<file path="config.mk">
export PLATFORM = sky130hd
export DESIGN_NAME = esm_cand_selector
export DESIGN_NICKNAME = d
export VERILOG_FILES = /design/src/rtl/esm_pkg.sv /design/src/rtl/esm_lfsr.sv /design/src/rtl/esm_cand_selector.sv
export SDC_FILE = /design/constraint.sdc
export NUM_CORES = 1
export LEC_CHECK = 0
export CORE_AREA = 2 2 167 169
export DETAILED_ROUTE_END_ITERATION = 6
export DIE_AREA = 0 0 169 171
export PLACE_DENSITY = 0.62
export SLEW_MARGIN = 10
export SYNTH_ARGS = -nofsm -noshare
export SYNTH_HDL_FRONTEND = slang
export SYNTH_HIERARCHICAL = 1
export SYNTH_SLANG_ARGS = --single-unit
</file>
<file path="constraint.sdc">
create_clock -name clk -period 6.9 [get_ports clk]
set_clock_uncertainty 0.1 [all_clocks]
set_input_delay 1.725 -clock clk [delete_from_list [all_inputs] [get_ports clk]]
set_output_delay 1.725 -clock clk [all_outputs]
set_load 0.02 [all_outputs]
</file>
<file path="src/rtl/esm_pkg.sv">
// Shared types and constants for the ESM candidate selector.
package esm_pkg;

  typedef enum logic [1:0] {
    RANDOM      = 2'd0,
    ROUND_ROBIN = 2'd1,
    LOWEST      = 2'd2
  } sel_mode_t;

  typedef enum logic [1:0] {
    IDLE   = 2'd0,
    BUILD  = 2'd1,
    SELECT = 2'd2,
    OUT    = 2'd3
  } state_t;

  // Right-shift Galois taps for x^32+x^22+x^2+x+1
  localparam logic [31:0] LFSR_POLY = 32'h8020_0003;

endpackage

</file>
<file path="src/rtl/esm_lfsr.sv">
// Free-running Galois LFSR; an all-zero seed is replaced by 1 so it never locks up.
module esm_lfsr
  import esm_pkg::*;
#(
  parameter int               WIDTH = 32,
  parameter logic [WIDTH-1:0] SEED  = 32'hACE1_0001
) (
  input  logic             clk,
  input  logic             rst,
  input  logic             en,
  output logic [WIDTH-1:0] q
);

  localparam logic [WIDTH-1:0] SEED_NZ = (SEED == '0) ? WIDTH'(1) : SEED;

  logic [WIDTH-1:0] q_q, q_d;

  always_comb begin
    q_d = q_q;
    if (en) q_d = (q_q >> 1) ^ (q_q[0] ? LFSR_POLY[WIDTH-1:0] : '0);
  end

  always_ff @(posedge clk or posedge rst) begin
    if (rst) q_q <= SEED_NZ;
    else     q_q <= q_d;
  end

  assign q = q_q;

endmodule

</file>
<file path="src/rtl/esm_cand_selector.sv">
// Compacts a candidate bitmap into an index table one bit per cycle, then
// picks one slot (random / round-robin / lowest) and presents it on a valid/ready port.
module esm_cand_selector
  import esm_pkg::*;
#(
  parameter int          BS    = 16,
  parameter int          RND_W = 16,
  parameter logic [31:0] SEED  = 32'hACE1_0001
) (
  input  logic                   clk,
  input  logic                   rst,
  input  logic [1:0]             mode,
  input  logic                   cand_valid,
  output logic                   cand_ready,
  input  logic [BS-1:0]          cand_list,
  output logic                   sel_valid,
  input  logic                   sel_ready,
  output logic [$clog2(BS)-1:0]  sel_index,
  output logic [$clog2(BS+1)-1:0] sel_count,
  output logic                   sel_empty
);

  localparam int IW = $clog2(BS);
  localparam int CW = $clog2(BS+1);
  localparam int PW = RND_W + CW;

  logic [31:0] lfsr;

  esm_lfsr #(.WIDTH(32), .SEED(SEED)) u_lfsr (
    .clk (clk),
    .rst (rst),
    .en  (1'b1),
    .q   (lfsr)
  );

  generate
    if (RND_W < 32) begin : g_unused
      logic unused_lfsr;
      assign unused_lfsr = ^lfsr[31:RND_W];
    end
  endgenerate

  state_t                 state_q, state_d;
  sel_mode_t              mode_q, mode_d;
  logic [BS-1:0]          list_q, list_d;
  logic [IW-1:0]          ptr_q, ptr_d;
  logic [CW-1:0]          count_q, count_d;
  logic [BS-1:0][IW-1:0]  tbl_q, tbl_d;
  logic [IW-1:0]          rr_last_q, rr_last_d;
  logic [IW-1:0]          rr_hit_q, rr_hit_d;
  logic                   rr_found_q, rr_found_d;
  logic                   cand_ready_q, cand_ready_d;
  logic                   sel_valid_q, sel_valid_d;
  logic [IW-1:0]          sel_index_q, sel_index_d;
  logic [CW-1:0]          sel_count_q, sel_count_d;
  logic                   sel_empty_q, sel_empty_d;

  logic [PW-1:0]          prod;
  logic [IW-1:0]          rnd_k;
  logic [IW-1:0]          pick;

  always_comb begin
    state_d      = state_q;
    mode_d       = mode_q;
    list_d       = list_q;
    ptr_d        = ptr_q;
    count_d      = count_q;
    tbl_d        = tbl_q;
    rr_last_d    = rr_last_q;
    rr_hit_d     = rr_hit_q;
    rr_found_d   = rr_found_q;
    cand_ready_d = cand_ready_q;
    sel_valid_d  = sel_valid_q;
    sel_index_d  = sel_index_q;
    sel_count_d  = sel_count_q;
    sel_empty_d  = sel_empty_q;

    // Full-width product keeps k strictly below count, including count==BS
    prod  = PW'(lfsr[RND_W-1:0]) * PW'(count_q);
    rnd_k = IW'(prod >> RND_W);

    case (mode_q)
      RANDOM:      pick = tbl_q[rnd_k];
      ROUND_ROBIN: pick = rr_found_q ? rr_hit_q : tbl_q[0];
      default:     pick = tbl_q[0];
    endcase

    case (state_q)
      IDLE: begin
        if (cand_valid) begin
          list_d       = cand_list;
          mode_d       = (mode == 2'd3) ? LOWEST : sel_mode_t'(mode);
          count_d      = '0;
          ptr_d        = '0;
          rr_found_d   = 1'b0;
          cand_ready_d = 1'b0;
          state_d      = BUILD;
        end
      end
      BUILD: begin
        if (list_q[ptr_q]) begin
          tbl_d[count_q[IW-1:0]] = ptr_q;
          count_d                = count_q + CW'(1);
          if (!rr_found_q && (ptr_q > rr_last_q)) begin
            rr_found_d = 1'b1;
            rr_hit_d   = ptr_q;
          end
        end
        ptr_d = ptr_q + IW'(1);
        if (ptr_q == IW'(BS-1)) state_d = SELECT;
      end
      SELECT: begin
        sel_valid_d = 1'b1;
        sel_count_d = count_q;
        sel_empty_d = (count_q == '0);
        sel_index_d = (count_q == '0) ? '0 : pick;
        if (mode_q == ROUND_ROBIN && count_q != '0) rr_last_d = pick;
        state_d = OUT;
      end
      default: begin
        if (sel_ready) begin
          sel_valid_d  = 1'b0;
          cand_ready_d = 1'b1;
          state_d      = IDLE;
        end
      end
    endcase
  end

  always_ff @(posedge clk or posedge rst) begin
    if (rst) begin
      state_q      <= IDLE;
      mode_q       <= LOWEST;
      list_q       <= '0;
      ptr_q        <= '0;
      count_q      <= '0;
      tbl_q        <= '0;
      rr_last_q    <= IW'(BS-1);
      rr_hit_q     <= '0;
      rr_found_q   <= 1'b0;
      cand_ready_q <= 1'b1;
      sel_valid_q  <= 1'b0;
      sel_index_q  <= '0;
      sel_count_q  <= '0;
      sel_empty_q  <= 1'b0;
    end else begin
      state_q      <= state_d;
      mode_q       <= mode_d;
      list_q       <= list_d;
      ptr_q        <= ptr_d;
      count_q      <= count_d;
      tbl_q        <= tbl_d;
      rr_last_q    <= rr_last_d;
      rr_hit_q     <= rr_hit_d;
      rr_found_q   <= rr_found_d;
      cand_ready_q <= cand_ready_d;
      sel_valid_q  <= sel_valid_d;
      sel_index_q  <= sel_index_d;
      sel_count_q  <= sel_count_d;
      sel_empty_q  <= sel_empty_d;
    end
  end

  assign cand_ready = cand_ready_q;
  assign sel_valid  = sel_valid_q;
  assign sel_index  = sel_index_q;
  assign sel_count  = sel_count_q;
  assign sel_empty  = sel_empty_q;

endmodule

</file>
==> metrics.txt, run 1 <==
Top FF cell, synth dfrtp_1; count leader, synth dfrtp_1; reg2reg path depth 15; Crit-path slowest cell dfrtp_1; DR iter-0 viols 481; Setup WS pre-CTS about 1.1 ns; die width roughly 170 um; minimum clock period 5.80 ns; # rows between 60 and 70; CP Cell Sequence and2_1 -> fa_1 -> fa_1 -> inv_1 -> fa_1 -> inv_1 -> ha_1 -> nand4_1 -> or3_4 -> o221a_4 -> a21boi_4 -> o211a_1 -> mux4_2 -> nand2_1 -> o2111ai_1; ANT cells 0; global route overflow 0; WP buf/inv 2; final hold violation count 0; Die ar. just under 0.03 mm^2; MaxCap Viol Count 0; Routed WL roughly 20 mm; Min-Delay Path Class flop to flop; share of cells above drive strength 1 18.0%; I/O Pins 34; core area ~0.027 mm^2; GPL Wtd Cong 0.833; Reg clk slew, reported paths approximately 0.08 ns; largest net degree at the start of global routing 56; area grow syn2layout 12.6%; vias after detailed routing around 6.4k; htree depth 4; DRT Pass-1 Iters 5; sequential area share after synthesis a little under 40%; Die Span Y 171 um; cell family with most CP delay adder cells; Clock Latency Late Sink 0.44 ns; DRC viols 0; PD cells 343 mW/mm^2; worst vdd ir approximately 0.17 mV; top-area cell type share of the netlist area a little over a third; Yosys reg bits between 100 and 150; worst-path fanout max 24; total negative slack 0 ns; cts hold-fix bufs 0; hold path depth 2; ys async rst share 100%; Avg Cell Area, Syn 10.7 um^2; Post-Syn Nets 977; CP arrival about 6.0 ns; Startpoint Class flop; initial antenna violation count 0; EDFF count, synth 0; CP peak stage delay approximately 0.78 ns; cts repair resizes 0; Final ANT Viol Nets 0; top post-synthesis cells by area dfrtp_1 (35%), fa_1 (8.5%), mux2_2 (7.5%), ha_1 (5.2%), nand2_1 (4.4%); critical path type flop to flop; number of global-route vias before repair ~6.6k; Commonest cells post-synth dfrtp_1 (131), nand2_1 (111), inv_1 (71), mux2_2 (63); Syn Inst Count just under 900; Starting Density 34.4%; Post-Syn Area 0.00940 mm^2; CTS tree done; first-pass GRT wire length around 35 mm; post-CTS setup buffer count 0; Yosys top cell by area dfrtp_1; Longest Clk Path Bufs 2; WL/cell around 16 um; GRT Total Usage between 15 and 20%; worst setup margin 1.10 ns; Synth warnings 6; Peak Freq 0.173 GHz; nets@finish about 990; Vias/cell around 5; worst path required time between 7 and 8 ns; crit share post-route 84.0%; CTS Root Cell clkbuf_16; CP Depth 15; Slew Limit Fails 0; I/O Buffers 33; CTS Buf Count 17; Slew HR roughly two fifths; crit-path most repeated cell fa_1; HPWL after DPL ~14 mm; Cell variety after synth approximately 70; outcome complete, no violations; Final Setup Violations 0; # clock sinks around 150; RSZ-0062 raised after global routing no; Setup crit end kind flop; Slew @ Worst Pin 0.894 ns; leak pwr just under 5 nW
cells by family after synthesis:
family / count (synthesis) / synth area share [%]
DFF: 146 / 39.1
adders and majority gates: 79 / 13.7
xor gates and xnor gates: 10 / 1.08
and+or+nand+nor: 276 / 15.1
AOI/OAI and AO/OA: 136 / 9.87
other: 1 / 0.0399
buffers and inverters: 114 / 5.42
muxes: 114 / 15.8
report_power, final:
group          internal [W]  switching, W
Combinational      0.000620      0.000669
Sequential          0.00112      0.000278
Clock              0.000492      0.000458
Total               0.00223       0.00140
cells in the final DEF, fill, tap and decap left out, drive strengths merged, types with 23 or more instances in the layout:
| cell | Yosys | layout |
|---|---|---|
| nor2 | 27 | 27 |
| o21ai | 55 | 55 |
| clkdlybuf4s50 | 0 | 33 |
| and2 | 55 | 55 |
| fa | 40 | 40 |
| inv | 71 | 76 |
| mux2 | 98 | 98 |
| nand2 | 111 | 111 |
| dfrtp | 131 | 131 |
| ha | 39 | 39 |
| nand2b | 23 | 23 |
path summary, 6_finish.rpt:
kind	from	to	slack [ns]
max	count_q[2]	sel_index[2]	1.10
min	tbl_q[36]	tbl_q[36]	0.38
max reg2reg	count_q[2]	sel_index[2]	1.10
min reg2reg	tbl_q[36]	tbl_q[36]	0.38
max in group asynchronous	rst	tbl_q[12]	4.18
min in group asynchronous	rst	sel_count[1]	1.50
flip-flops by register name, indices dropped and copies added (netlist names):
signal      flops
cand_ready      1
count_q         5
list_q         16
mode_q          2
ptr_q           4
rr_found_q      1
rr_hit_q        4
rr_last_q       4
sel_count       5
sel_empty       1
sel_index       4
sel_valid       1
state_q         2
tbl_q          64
u_lfsr/q       32
per-stage QoR:
step	std cells	utilization [%]	hold slack (ns)	total power [W]	area, um^2
CTS	1251	38.8	0.385	0.00368	10600
finish	1251	38.8	0.382	0.00363	10600
floorplan	876	-	0.342	0.00233	9400
global route	1251	38.8	0.405	0.00390	10600
detailed placement	1219	36.5	0.368	0.00271	9980
global placement	1219	36.5	0.353	0.00267	9980
worst min-delay path: stages, from the launching register on:
cell and delay [ns]:
dfrtp_1 0.35, nand2_1 0.04, o21ai_0 0.06
routing by layer:
| layer | global-route usage (%) | part of all wire [%] | vias to the layer above |
|---|---|---|---|
| li1 | - | - | 3038 |
| met3 | 2.87 | 4.0 | 34 |
| met5 | 0 | 0 | - |
| met4 | 5.05 | 2.4 | 0 |
| met1 | 20.2 | 46 | 3163 |
| met2 | 25.4 | 48 | 138 |
final cells by class:
class | instances | area [um^2]
clock buffer | 17 | 425
tap | 346 | 433
clock inverter | 15 | 188
timing repair buffer | 39 | 375
inverter | 72 | 273
sequential | 146 | 3670
multi-input combinational | 616 | 5220
fill | 2661 | 16700
Power figures use the tool's default switching activity.
==> run 2, diff against run 1 <==
Settings changed: PLACE_DENSITY 0.62 to 0.64.
Clock period 6.9 ns to 5.3 ns, I/O delays scaled along.
==> run 2 against run 1 <==
Net effect:
- sequential share of layout area shrank 0.39 points
- via count grew 1.6%
- core utilization grew 0.48 points
- largest cell class unchanged
==> metrics.txt, run 2 (same netlist as run 1, synthesis figures left out) <==
Inst Count DP roughly 1.2k; crit share post-route a little over nine tenths; CTS Buf Count 17; Die ar. 0.0289 mm^2; worst-path fanout max 18; Critical R2R Launch count_q[4]; Setup crit end kind flop; core area between 0.02 and 0.03 mm^2; I/O Buffers 33; initial antenna violation count 0; Die Span Y between 150 and 200 um; nets@finish about 1.0k; number of global-route vias before repair between 6k and 7k; Final ANT Viol Nets 0; DRC viols 0; GPL Wtd Cong around 0.81; Longest Clk Path Bufs 2; I/O Pins 34; total negative slack 0 ns; Startpoint Class flop; critical path type flop to flop; Min-Delay Path Class flop to flop; Clock Latency Late Sink about 0.43 ns; commonest non-fill, non-tap cells in the layout dfrtp_1 (128), nand2_1 (111), inv_1 (70), mux2_2 (63); CP arrival approximately 5.3 ns; Slew HR between 30% and 40%; Final Setup Violations 0; # rows between 60 and 70; fin util slightly below 40%; Peak Freq ~0.20 GHz; MaxCap Viol Count 0; CTS tree done; reg2reg path depth 16; Top reg by flops tbl_q; Reg clk slew, reported paths roughly 0.07 ns; hold_sp tbl_q[52]; largest net degree at the start of global routing 76; minimum clock period 5.07 ns; Reg-to-Reg End sel_index[1]; Vias/cell 5.11; # clock sinks 146; Worst Hold Endpoint tbl_q[52]; Reg2Reg Setup Slack around 0.23 ns; share of cells above drive strength 1 between 10% and 20%; DRT Pass-1 Iters 5; first-pass GRT wire length ~35 mm; WL/cell 16.3 um; Slew @ Worst Pin 0.977 ns; leak pwr just under 5 nW; post-CTS setup buffer count 0; DR iter-0 viols approximately 400; HPWL after DPL around 15 mm; Routed WL 20.6 mm; outcome complete, no violations; vias after detailed routing 6476; CTS Root Cell clkbuf_16; area grow syn2layout 14.0%; worst path required time around 5.5 ns; max reg flops 64; final hold violation count 0; Post-Layout Cell Count between 1k and 1.5k; GRT Total Usage between 10% and 20%; hold path depth 2; commonest non-fill, non-tap cell in the layout dfrtp_1; worst vdd ir ~0.23 mV; PD cells about 450 mW/mm^2; Slew Limit Fails 0; Starting Density approximately a third; global route overflow 0; htree depth 4; die width 169 um; ANT cells 0; RSZ-0062 raised after global routing no
-- run 2: area by class of cell --
| cell class | count | area [um^2] |
|---|---|---|
| repair buffers | 55 | 495 |
| clock inverters | 14 | 171 |
| well taps | 346 | 433 |
| clock buffers | 18 | 429 |
| flip-flops and latches | 146 | 3680 |
| multi-input cells | 616 | 5240 |
| fillers | 2689 | 16600 |
| inverters | 72 | 273 |
-- run 2: what timing repair did --
action,in CTS,in global routing
hold buffers,0,0
setup endpoints to repair,0,4
gates resized for setup,0,7
-- run 2: through the flow --
stage | setup WS [ns] | total power (W) | cell area, um^2 | hold slack [ns]
floorplan | 0.135 | 0.00303 | 9400 | 0.342
global placement | 0.161 | 0.00351 | 10100 | 0.357
detailed placement | 0.0997 | 0.00356 | 10100 | 0.365
CTS | 0.0696 | 0.00482 | 10700 | 0.383
global route | 0.00949 | 0.00514 | 10700 | 0.406
finish | 0.235 | 0.00480 | 10700 | 0.382
-- run 2: power by group --
| group | switching, W | total [W] | internal [W] |
|---|---|---|---|
| registers | 0.000357 | 0.00181 | 0.00145 |
| logic | 0.000890 | 0.00173 | 0.000843 |
| clock network | 0.000543 | 0.00125 | 0.000712 |
-- run 2: worst max-delay path by stage --
stage / start / endpoint / slack, ns / depth (start not counted)
global route: count_q[3] / sel_index[0] / 0.009 / 15
finish: count_q[4] / sel_index[1] / 0.23 / 16
global placement: count_q[4] / sel_index[1] / 0.16 / 16
floorplan: count_q[3] / sel_index[2] / 0.13 / 18
CTS: count_q[3] / sel_index[1] / 0.07 / 16
detailed placement: count_q[3] / sel_index[2] / 0.1 / 15
-- run 2: routing by layer --
| metal | up-vias | global-route usage, % | part of all wire, % |
|---|---|---|---|
| li1 | 3074 | - | - |
| met5 | - | 0 | 0 |
| met2 | 117 | 25.7 | 47 |
| met3 | 31 | 2.78 | 3.2 |
| met4 | 0 | 5.31 | 2.4 |
| met1 | 3254 | 20.0 | 47 |
-- run 2: worst max-delay path, stage by stage, from the launching register on --
cell	delay, ns
dfrtp_2	0.49
and2_1	0.19
fa_1	0.50
fa_1	0.54
inv_1	0.05
fa_1	0.52
inv_1	0.04
ha_1	0.34
a211oi_1	0.27
o31ai_1	0.16
or2_1	0.30
buf_4	0.21
or4_1	0.48
a21oi_1	0.17
nor4_1	0.10
a221oi_2	0.31
o2111ai_1	0.15
==> edit 1 (config.mk and constraints of run 1) <==
Reset style: synchronous (`rst`), changed in 2 clocked blocks.
--- a/src/rtl/esm_lfsr.sv
+++ b/src/rtl/esm_lfsr.sv
@@ -22,3 +22,3 @@
 
-  always_ff @(posedge clk or posedge rst) begin
+  always_ff @(posedge clk) begin
     if (rst) q_q <= SEED_NZ;
--- a/src/rtl/esm_cand_selector.sv
+++ b/src/rtl/esm_cand_selector.sv
@@ -129,3 +129,3 @@
 
-  always_ff @(posedge clk or posedge rst) begin
+  always_ff @(posedge clk) begin
     if (rst) begin
Formal check against the unedited RTL: differs if rst is asserted again (counterexample within 4 cycles, from zero or initial values and one cycle with rst high); with rst held inactive, the same outputs for 10 cycles.
==> edit 1 against run 1 <==
Design area down 8.1%; synthesized area down 8.5%; wire length fell by 3.1%; sequential cell count stayed put; global-route usage is 1.0 points lower; first-iteration DRC count down 16%; worst setup slack worse by 29 ps; critical path type unchanged; largest cell class unchanged; highest routed layer unchanged.
Power is not compared: it rests on default switching activity, and its combinational part moved more than twofold at a synthesized area within 25%.
==> edit 1: results (changes against run 1) <==
fin cells -> 1361 (+8.8%)
outcome -> complete, no violations
crit path max-delay cell type -> dfxtp_1
crit-path max FO -> 21 (-13%)
largest net degree at the start of global routing -> 67 (+20%)
first-pass GRT wire length -> 33.3 mm (-4.1%)
async set or reset register ratio after synthesis -> 0% (-100 points)
clk slew on worst S/H paths -> 60 ps (-20 ps)
grt met3 use -> 2.82% (-0.046 points)
placed insts -> 1329 (+9.0%)
routed len/inst -> 14.5 um (-11%)
Initial DRC Count -> 404 (-16%)
syn_area_per_cell -> 8.66 um2 (-19%)
DP HPWL -> 13.7 mm (-4.1%)
crit path DAT -> 6030 ps (+30 ps)
Seq/Total Area, Yosys -> 34.0% (-5.1 points)
Synth area leaders -> dfxtp_1 34%, mux2i_1 11%, fa_1 9.3%
cell family with most CP delay -> simple AND/OR/NAND/NOR gates
pre-CTS setup slack -> 1090 ps (+4.11 ps)
GRT Util Overall -> 14.3% (-1.0 points)
syn nets -> 1095 (+12%)
synth unique cells -> 62 (-10%)
M2 GR Usage -> 23.8% (-1.7 points)
Met2 Wirelength -> 9.30 mm (-4.1%)
fin area -> 9730 um2 (-8.1%)
share of cells above drive strength 1 -> 5.22% (-13 points)
==> edit 1: cell types whose count changed in the layout (fill, tap and decap cells not counted), sizes merged, moves of 7 or more <==
cell / before / now
a22o: 8 / 1
dfrtp: 131 / 0
mux2: 98 / 0
a21oi: 21 / 69
dfxtp: 0 / 146
nor2: 27 / 153
nand2b: 23 / 7
o21ai: 55 / 22
mux2i: 7 / 92
dfstp: 15 / 0
==> edit 1: cell families (layout without fill, tap and decap cells) <==
kind of cell,Yosys count,after routing,share of synthesized area [%]
flip-flops,146,146,34.0
other,1,1,0.0436
AND/OR/NAND/NOR,399,399,21.2
AO/OA/AOI/OAI,143,143,10.3
XOR/XNOR,6,6,0.771
buffers and inverters,121,142,6.21
multiplexers,99,99,12.5
adder cells (fa/ha/maj),79,79,15.0
==> edit 1: report_power, final <==
| group | internal [W] | leakage [nW] | switching [W] |
|---|---|---|---|
| logic | 0.000110 | 2.85 | 0.000180 |
| registers | 0.000885 | 1.18 | 0.0000487 |
| clock network | 0.000551 | 0.284 | 0.000381 |
| total | 0.00155 | 4.32 | 0.000611 |
==> edit 1: final timing paths <==
check,slack (ps),end,startpoint
max,1070,sel_index[3]$_SDFFE_PP0P_,count_q[4]$_SDFFE_PP0P_
min,350,list_q[14]$_SDFFE_PP0P_,list_q[14]$_SDFFE_PP0P_
max reg2reg,1070,sel_index[3]$_SDFFE_PP0P_,count_q[4]$_SDFFE_PP0P_
min reg2reg,350,list_q[14]$_SDFFE_PP0P_,list_q[14]$_SDFFE_PP0P_
==> edit 1: area by class of cell <==
cell class / count / share of cell area, %
multi-input combinational: 727 / 52.9
sequential: 146 / 30.0
clock buffer: 20 / 4.59
tap: 346 / 4.45
timing repair buffer: 37 / 3.68
inverter: 73 / 2.82
clock inverter: 12 / 1.52
==> edit 2 (flow settings as in run 1) <==
Without the edit above. `RND_W`: 16 -> 12.
--- a/src/rtl/esm_cand_selector.sv
+++ b/src/rtl/esm_cand_selector.sv
@@ -6,3 +6,3 @@
   parameter int          BS    = 16,
-  parameter int          RND_W = 16,
+  parameter int          RND_W = 12,
   parameter logic [31:0] SEED  = 32'hACE1_0001
Function: same outputs for any inputs over 10 cycles, from zero or initial values and one cycle with rst high; that may be too few to reach the edited logic, so the function may still have changed.
==> edit 2 against run 1 <==
Power fell by 7.8%; design area down 9.9%; sequential cell count is the same; worst setup slack better by 210 ps; critical path depth is 2 higher; via count is 16% lower; final cell count is 12% lower; synthesized area fell by 12%; wire length fell by 16%; highest routed layer unchanged.
==> edit 2: results (changes against run 1) <==
worst r2r path cells -> 17 (+2)
Setup Buffers After CTS -> 0 (unchanged)
Synth area leaders -> dfrtp_1 39%, mux2_2 9.2%, fa_1 6.7%
post-cts resize count -> 0 (unchanged)
synth unique cells -> 55 (-20%)
mux contribution to synthesized area -> 19.2% (+3.5 points)
M1 GR Usage -> 16.6% (-3.6 points)
Worst Setup EP -> sel_index[2]$_DFFE_PP0P_
Crit Reg-Reg Startpoint -> count_q[3]$_DFFE_PP0P_
Syn. warnings -> 6 (unchanged)
post-synthesis adder-cell area fraction -> 12.0% (-1.7 points)
hold path endpoint -> tbl_q[28]$_DFFE_PP0P_
GRT Util Overall -> 12.8% (-2.5 points)
crit path max-delay cell type -> dfrtp_1
worst hold start -> tbl_q[28]$_DFFE_PP0P_
Peak VDD IR -> 185 uV (+8.2%)
clk slew on worst S/H paths -> 70 ps
largest reg by FF count -> tbl_q
M2 GR Usage -> 22.0% (-3.4 points)
first drt pass iteration count -> 4 (-1)
CTS max path bufs -> 2 (unchanged)
RePlAce Congestion -> 0.811 (-2.6%)
WS Path Type -> reg -> reg
worst-margin pin slew -> 989 ps (+95.7 ps)
outcome -> complete, no violations
Clock Latency Late Sink -> 420 ps (-20 ps)
# port buffers -> 33 (unchanged)
crit-path max FO -> 23 (-4.2%)
xor/xnor cell area share of the yosys netlist -> 1.25% (+0.17 points)
cell family with most CP delay -> adder cells
CTS Root Cell -> clkbuf_16
initial antenna violation count -> 0 (unchanged)
grt met3 use -> 2.34% (-0.53 points)
DP HPWL -> 12.1 mm (-15%)
vias post-DR -> 5326 (-16%)
Initial DRC Count -> 215 (-55%)
largest net degree at the start of global routing -> 60 (+7.1%)
Routed WL -> 17.0 mm (-16%)
syn nets -> 795 (-19%)
crit path DAT -> 5800 ps (-200 ps)
FF-to-FF setup slack -> 1310 ps (+210 ps)
Hold Path Stages -> 2 (unchanged)
# diodes -> 0 (unchanged)
async set or reset register ratio after synthesis -> 100% (unchanged)
class of the worst hold path -> reg -> reg
first-pass GRT wire length -> 29.5 mm (-15%)
Synth Area in Compound Gates -> 8.25% (-1.6 points)
slowest stage delay, CP -> 740 ps (-40 ps)
final net count -> 825 (-17%)
vias in the first global route -> 5721 (-14%)
Seq/Total Area, Yosys -> 44.2% (+5.1 points)
total CTS buffers -> 17 (unchanged)
share of cells above drive strength 1 -> 21.4% (+3.4 points)
Leakage -> 4.45 nW (-7.9%)
fill cell count -> 2714 (+2.0%)
Commonest cells post-synth -> 131 x dfrtp_1, 82 x nand2_1, 68 x mux2_2, 54 x inv_1, 48 x o21ai_0
-- edit 2: cell types whose count changed after synthesis, moves of 9 or more --
| cell | change |
|---|---|
| a211oi_1 | -9 |
| nand2_1 | -29 |
| nand2b_1 | -19 |
| and2_1 | -11 |
| mux2_1 | -10 |
| nor2_1 | -10 |
| fa_1 | -12 |
| inv_1 | -17 |
-- edit 2: logic make-up after synthesis --
family,after synthesis
adders and majority gates,63
other,1
AOI/OAI and AO/OA,106
xor gates and xnor gates,11
and+or+nand+nor,181
DFF,146
buffers and inverters,81
muxes,121
-- edit 2: cell type report --
type	instances	area (um2)	area share [%]
clock inverter	13	139	1.46
tap	346	433	4.54
multi-input combinational	483	4270	44.8
sequential	146	3670	38.5
timing repair buffer	37	360	3.78
inverter	55	209	2.19
clock buffer	19	453	4.75
-- edit 2: report_power, final --
| group | switching (W) | leakage, nW | internal (W) |
|---|---|---|---|
| clock | 0.000389 | 0.286 | 0.000528 |
| sequential | 0.000274 | 1.87 | 0.00111 |
| combinational | 0.000513 | 2.29 | 0.000535 |
-- edit 2: tightest hold or removal path: stages, from the launching register on --
cell and delay, ps:
dfrtp_1 340, nand2_1 40, o21ai_0 60
-- edit 2: metrics by stage --
| step | cells | worst slack [ps] | hold slack (ps) | area (um2) | util [%] |
|---|---|---|---|---|---|
| after floorplan | 710 | 1530 | 344 | 8310 | - |
| after global placement | 1067 | 1360 | 357 | 8940 | 32.7 |
| after detailed placement | 1067 | 1320 | 366 | 8940 | 32.7 |
| after CTS | 1099 | 1310 | 381 | 9540 | 34.9 |
| after global routing | 1099 | 961 | 404 | 9540 | 34.9 |
| final | 1099 | 1310 | 377 | 9540 | 34.9 |
-- edit 2: per-layer routing --
metal,part of all wire (%),vias up
met4,1.2,0
met2,50,59
met3,2.4,16
met1,47,2721
li1,-,2530
met5,0,-
